`config.mk`:
```
export PLATFORM = sky130hd
export DESIGN_NAME = gb_cpu_schedule_sequencer
export DESIGN_NICKNAME = d
export VERILOG_FILES = /design/src/rtl/gb_cpu_schedule_sequencer_pkg.sv /design/src/rtl/gb_cpu_schedule_sequencer.sv
export SDC_FILE = /design/constraint.sdc
export NUM_CORES = 1
export LEC_CHECK = 0
export ABC_CLOCK_PERIOD_IN_PS = 5600
export CORE_MARGIN = 5
export CORE_UTILIZATION = 46
export DETAILED_ROUTE_END_ITERATION = 8
export PLACE_DENSITY_LB_ADDON = 0.08
export SYNTH_ARGS = -nofsm -noshare
export SYNTH_HDL_FRONTEND = slang
export SYNTH_SLANG_ARGS = --single-unit
```
`constraint.sdc`:
```
create_clock -name clk -period 5.6 [get_ports clk]
set_input_delay 0.84 -clock clk [delete_from_list [all_inputs] [get_ports clk]]
set_output_delay 0.84 -clock clk [all_outputs]
set_load 0.1 [all_outputs]
```
`src/rtl/gb_cpu_schedule_sequencer_pkg.sv`:
```
// ---------------------------------------------------------------------------
// gb_cpu_schedule_sequencer_pkg
//
// Shared types for the m-cycle schedule sequencer and its neighbours (decoder,
// datapath). Holds the per-m-cycle control word, the branch condition codes,
// the sequencer state type, the all-zero control word and the condition
// evaluation helper.
// ---------------------------------------------------------------------------
package gb_cpu_schedule_sequencer_pkg;

  // ALU operation selected for one m-cycle. ALU_NOP must stay at encoding 0
  // so that an all-zero control word is a harmless idle cycle.
  typedef enum logic [3:0] {
    ALU_NOP,
    ALU_ADD,
    ALU_ADC,
    ALU_SUB,
    ALU_SBC,
    ALU_AND,
    ALU_XOR,
    ALU_OR,
    ALU_CP,
    ALU_INC,
    ALU_DEC,
    ALU_RLC,
    ALU_RRC,
    ALU_BIT,
    ALU_SET,
    ALU_RES
  } alu_op_t;

  // Increment/decrement unit operation on the address bus value.
  typedef enum logic [1:0] {
    IDU_NOP,
    IDU_INC,
    IDU_DEC,
    IDU_PASS
  } idu_op_t;

  // Source of the address driven onto the external bus.
  typedef enum logic [1:0] {
    ADDR_PC,
    ADDR_SP,
    ADDR_HL,
    ADDR_WZ
  } addr_src_t;

  // Branch condition tested on slots flagged with cc_check.
  typedef enum logic [1:0] {
    COND_NZ,
    COND_Z,
    COND_NC,
    COND_C
  } condition_code_t;

  // One m-cycle worth of datapath control.
  typedef struct packed {
    alu_op_t     alu_op;
    logic [3:0]  alu_destination;
    logic [3:0]  alu_source;
    idu_op_t     idu_op;
    logic [3:0]  idu_destination;
    addr_src_t   addr_src;
    logic        regfile_wren;
    logic        mem_wren;
    logic        drive_data_bus;
    logic        ir_load;
    logic        cc_check;
  } control_signals_t;

  typedef enum logic {
    SEQ_IDLE,
    SEQ_RUN
  } seq_state_t;

  // Idle control word: every field zero (ALU_NOP, IDU_NOP, no writes).
  localparam control_signals_t CTRL_NOP = '0;

  // True when the branch condition holds for the given Z and C flags.
  function automatic logic evalCondition(input condition_code_t cond,
                                         input logic z,
                                         input logic c);
    logic result;
    case (cond)
      COND_NZ: result = ~z;
      COND_Z:  result = z;
      COND_NC: result = ~c;
      COND_C:  result = c;
      default: result = 1'b0;
    endcase
    return result;
  endfunction

endpackage

```
`src/rtl/gb_cpu_schedule_sequencer.sv`:
```
// ---------------------------------------------------------------------------
// gb_cpu_schedule_sequencer
//
// Latches a decoded schedule of up to DEPTH control slots and plays it out one
// slot per m-cycle strobe as a registered control word. Handles conditional
// truncation (a failed condition check jumps straight to the final fetch
// slot), the 0xCB prefix hand-off between instructions, stall and flush.
//
// Ports:
//   clk, reset        core clock, asynchronous active-high reset
//   m_cycle_en        m-cycle strobe; state advances only when high
//   stall             hold everything (bus wait); beats advance and load
//   flush             return to idle on the next clk edge; beats everything
//   load              a new schedule is offered on sched_*
//   sched_controls    DEPTH control slots, slot 0 executes first
//   sched_m_cycles    instruction length in m-cycles (clamped to 1..DEPTH)
//   sched_condition   condition tested on slots with cc_check set
//   sched_cb_next     the next fetched opcode is CB-prefixed
//   flag_z, flag_c    current Z and C flags
//   ctrl_o            live control word (registered)
//   slot_idx          index of the slot on ctrl_o
//   ready             a load is accepted on this m-cycle
//   busy              a schedule is executing
//   cb_mode           the executing instruction is CB-prefixed
//   cc_taken          result of the most recent condition check
// ---------------------------------------------------------------------------
module gb_cpu_schedule_sequencer
  import gb_cpu_schedule_sequencer_pkg::*;
#(
  parameter int DEPTH = 6,
  parameter int CNT_W = $clog2(DEPTH + 1)
) (
  input  logic                         clk,
  input  logic                         reset,
  input  logic                         m_cycle_en,
  input  logic                         stall,
  input  logic                         flush,
  input  logic                         load,
  input  control_signals_t [DEPTH-1:0] sched_controls,
  input  logic [CNT_W-1:0]             sched_m_cycles,
  input  condition_code_t              sched_condition,
  input  logic                         sched_cb_next,
  input  logic                         flag_z,
  input  logic                         flag_c,
  output control_signals_t             ctrl_o,
  output logic [CNT_W-1:0]             slot_idx,
  output logic                         ready,
  output logic                         busy,
  output logic                         cb_mode,
  output logic                         cc_taken
);

  // Latched copy of the schedule being executed. cb_next outlives the
  // schedule: it tells the following instruction it is CB-prefixed.
  typedef struct packed {
    control_signals_t [DEPTH-1:0] controls;
    logic [CNT_W-1:0]             len;
    condition_code_t              condition;
    logic                         cb_next;
  } schedule_t;

  seq_state_t       state, state_next;
  schedule_t        sched, sched_next;
  control_signals_t ctrl_next;
  logic [CNT_W-1:0] idx_next;
  logic             cb_mode_next;
  logic             cc_taken_next;

  logic [CNT_W-1:0] load_len;
  logic [CNT_W-1:0] last_idx;
  logic             on_last;
  logic             step;
  logic             load_ok;
  logic             cond_ok;
  logic             skip;
  logic [CNT_W-1:0] adv_idx;
  control_signals_t adv_ctrl;

  // Out-of-range lengths are clamped so the index can never walk past the
  // last real slot.
  always_comb begin
    load_len = sched_m_cycles;
    if (sched_m_cycles == '0) begin
      load_len = CNT_W'(1);
    end else if (sched_m_cycles > CNT_W'(DEPTH)) begin
      load_len = CNT_W'(DEPTH);
    end
  end

  // The final slot overlaps the fetch of the next opcode, which is why a new
  // schedule may be accepted there as well as from idle.
  assign last_idx = sched.len - CNT_W'(1);
  assign on_last  = (state == SEQ_RUN) && (slot_idx == last_idx);
  assign busy     = (state == SEQ_RUN);
  assign ready    = ~reset && ((state == SEQ_IDLE) || on_last);
  assign step     = m_cycle_en && ~stall && ~flush;
  assign load_ok  = load && ready && step;

  // ctrl_o is the slot being left, so its cc_check decides whether the
  // condition applies on this advance. A failed check skips to the fetch slot.
  assign cond_ok = evalCondition(sched.condition, flag_z, flag_c);
  assign skip    = ctrl_o.cc_check && ~cond_ok;
  assign adv_idx = skip ? last_idx : slot_idx + CNT_W'(1);

  always_comb begin
    adv_ctrl = CTRL_NOP;
    for (int i = 0; i < DEPTH; i++) begin
      if (adv_idx == CNT_W'(i)) begin
        adv_ctrl = sched.controls[i];
      end
    end
  end

  // Next-state logic. Priority: flush, then load, then advance; stall and a
  // missing strobe both fall through to hold.
  always_comb begin
    state_next    = state;
    sched_next    = sched;
    ctrl_next     = ctrl_o;
    idx_next      = slot_idx;
    cb_mode_next  = cb_mode;
    cc_taken_next = cc_taken;

    if (flush) begin
      state_next         = SEQ_IDLE;
      ctrl_next          = CTRL_NOP;
      idx_next           = '0;
      cb_mode_next       = 1'b0;
      sched_next.cb_next = 1'b0;
    end else if (load_ok) begin
      state_next           = SEQ_RUN;
      sched_next.controls  = sched_controls;
      sched_next.len       = load_len;
      sched_next.condition = sched_condition;
      sched_next.cb_next   = sched_cb_next;
      ctrl_next            = sched_controls[0];
      idx_next             = '0;
      cb_mode_next         = sched.cb_next;
      cc_taken_next        = 1'b0;
    end else if (step && (state == SEQ_RUN)) begin
      if (ctrl_o.cc_check) begin
        cc_taken_next = cond_ok;
      end
      if (on_last) begin
        state_next   = SEQ_IDLE;
        ctrl_next    = CTRL_NOP;
        idx_next     = '0;
        cb_mode_next = 1'b0;
      end else begin
        ctrl_next = adv_ctrl;
        idx_next  = adv_idx;
      end
    end
  end

  always_ff @(posedge clk or posedge reset) begin
    if (reset) begin
      state    <= SEQ_IDLE;
      sched    <= '0;
      ctrl_o   <= CTRL_NOP;
      slot_idx <= '0;
      cb_mode  <= 1'b0;
      cc_taken <= 1'b0;
    end else begin
      state    <= state_next;
      sched    <= sched_next;
      ctrl_o   <= ctrl_next;
      slot_idx <= idx_next;
      cb_mode  <= cb_mode_next;
      cc_taken <= cc_taken_next;
    end
  end

endmodule

```
==> flow_summary.toml <==
[status]
status = "finished, final reports clean"

[cells_and_area]
antenna_cells = 0
nets = 1340
nFillCells = 1654
multi_input_area_um2 = 3766
area_growth_pct = 30.59
final_common_cell = "nand2_1"
layout_common_cells = "481 x nand2_1, 195 x clkdlybuf4s50_1, 187 x dfrtp_1"
seq_area_um2 = 4679
drive_gt1_share_pct = 4.971

[worst_setup_path]
critPathMaxFanout = 10
slowest_stage = "clkdlybuf4s50_1"
crit_required_ps = 4760
critical_path_class = "reg -> out"
cp.arrival_ps = 3460
critical_path.max_stage_delay_ps = 1150
start_kind = "register"
worstPathCellList = "inv_1, ha_1, xor2_1, nand3_1, a21oi_1, clkdlybuf4s50_1"
critPathCaptureType = "output port"

[grt]
grt_max_degree = 172
use_met1_pct = 36.52
busiest_layer = "met1"
grtUsageMet3_pct = 5.978
grt_overflow_total = 0
met2_usage_pct = 34.55
grt_pass1_vias = 7387
grt_pass1_wl_um = 41390
track_usage_pct = 24.05
antenna_found_initial = 0

[power_and_ir_drop]
power_density_nw_per_um2 = 318.0
ir_drop_uv = 199.7
p_leak_nw = 5.436

[route]
vias = 7698
wirelength_um = 26460
drt_iter0_markers = 606
ant_nets = 0
firstDrtPassIters = 5
vias_per_cell = 5.417
drc = 0
wl_per_cell_um = 18.62

[clock_network]
htree_levels = 4
hold_buffers = 0
clockBufferDepth = 2
postCtsSetupRepairBufs = 0
clock-root-buffer = "clkbuf_16"
cts_resized = 0
cts_tree = "yes"
cts_buffers = 17
insertion_delay_ps = 430
clk_pin_slew_ps = 70
cts_sinks = 187

[synthesis]
syn_inst = 1020
syn-num-nets = 1186
synth_enable_flop_cells = 0
synth-seq-cells = 187
yosys_warnings = 0
ys_seq_area_share_pct = 53.49
async_reset_ff_share_pct = 100.0
synth_area_um2 = 8748
synth_ff_type = "dfrtp_1"
ys_types = 42
avgSynthCellArea_um2 = 8.577

[place]
gp_congestion = 0.8455
dp_hpwl_um = 17500
port_buffers = 195

[sta]
period_share_pct = 76.72
fin_setup_tns_ps = 0
rsz0062_at_grt = "no"
min_period_ps = 4296
worst_pin_slew_ps = 1072
timing.hold.ws_ps = 475.8
slew_violations = 0
setup_viol = 0
fmax_ghz = 0.2328
max-slew-margin-rel_pct = 27.02
fin_skew_ps = 13.59
finalHoldViolCount = 0

[floorplan]
io_pins = 196
design.die.area_um2 = 21880
start_util_pct = 46.77
core_area_um2 = 18710
rows = 50
die_h_um = 147.9
die_w_um = 147.9

[flow_run]
drv_cap = 0

[min_path]
min_path_type = "reg -> reg"
## sequential cells by signal, indices dropped and copies added, names as in the netlist
signal / flops
sched: 156
busy: 1
ctrl_o: 25
cb_mode: 1
cc_taken: 1
slot_idx: 3
## worst max-delay path, delay by kind of cell (launching register included)
kind | cells | cell delay, ps
adders and majority gates | 1 | 480
buffers and inverters | 2 | 1270
DFF | 1 | 580
xor gates and xnor gates | 1 | 170
AOI/OAI and AO/OA | 1 | 230
and+or+nand+nor | 1 | 290
## metal layers
metal  part of all wire [%]  vias to the layer above
met5                      0                        -
met3                    8.0                       38
li1                       -                     3676
met1                     47                     3700
met4                    1.8                        0
met2                     43                      284
## final cells by class
type / instances / area share, %
clock inverter: 13 / 1.369
clock buffer: 19 / 3.877
tap: 234 / 2.563
inverter: 9 / 0.3286
multi-input combinational: 756 / 32.96
sequential: 187 / 40.96
timing repair buffer: 203 / 17.94
## synth_stat cells, types with 4 or more instances
cell | number | share of area (%)
buf_2 | 21 | 1.2
mux2i_1 | 15 | 1.7
a31oi_1 | 4 | 0.29
nand2_1 | 481 | 21
a21oi_2 | 5 | 0.50
a211o_1 | 19 | 1.9
o2bb2ai_1 | 4 | 0.40
buf_4 | 5 | 0.43
dfrtp_1 | 187 | 53
o211ai_1 | 4 | 0.34
nor2_1 | 26 | 1.1
buf_1 | 5 | 0.21
inv_1 | 8 | 0.34
nand3_1 | 6 | 0.34
xor2_1 | 4 | 0.40
o22ai_1 | 19 | 1.4
o21bai_1 | 6 | 0.51
clkbuf_1 | 35 | 1.5
a22oi_1 | 25 | 2.1
a211oi_1 | 4 | 0.34
mux2_2 | 4 | 0.51
o21ai_0 | 8 | 0.46
a21oi_1 | 72 | 4.1
o22a_1 | 19 | 1.9
## kinds of logic (layout without fill, tap and decap cells)
logic type	count (synthesis)	in the layout	share of synthesized area, %
compound gates	196	196	14.93
xor+xnor	8	8	0.9582
fa+ha+maj	2	2	0.2860
buf+inv	77	244	3.990
flops	187	187	53.49
mux	24	24	3.332
simple gates	526	526	23.01
## report_power, final
part / internal, W / total [W] / switching, W
Combinational: 0.000298 / 0.000654 / 0.000356
Sequential: 0.00159 / 0.00175 / 0.000157
Clock: 0.000684 / 0.00123 / 0.000551
Total: 0.00257 / 0.00363 / 0.00106
## metrics by stage
stage               power [W]  setup slack [ps]  utilization (%)  instance area (µm²)  instances
global placement     0.002407              1659            57.87                10830       1389
floorplan            0.002147              1660                -                 8752       1020
CTS                  0.003652              1276            61.08                11420       1421
global route         0.003819              1120            61.08                11420       1421
detailed placement   0.002419              1582            57.87                10830       1389
finish               0.003633              1304            61.08                11420       1421
## final timing paths
check                      startpoint        end  slack [ps]  cells after the start
max                          sched[3]      ready        1300                      6
min                         sched[22]  sched[22]         480                      2
max reg2reg                  sched[3]  ctrl_o[7]        2070                      9
min reg2reg                 sched[22]  sched[22]         480                      2
max in group asynchronous       reset  ctrl_o[5]        3530                      3
min in group asynchronous       reset       busy         800                      2
No activity file was read; power rests on OpenSTA's default activity.
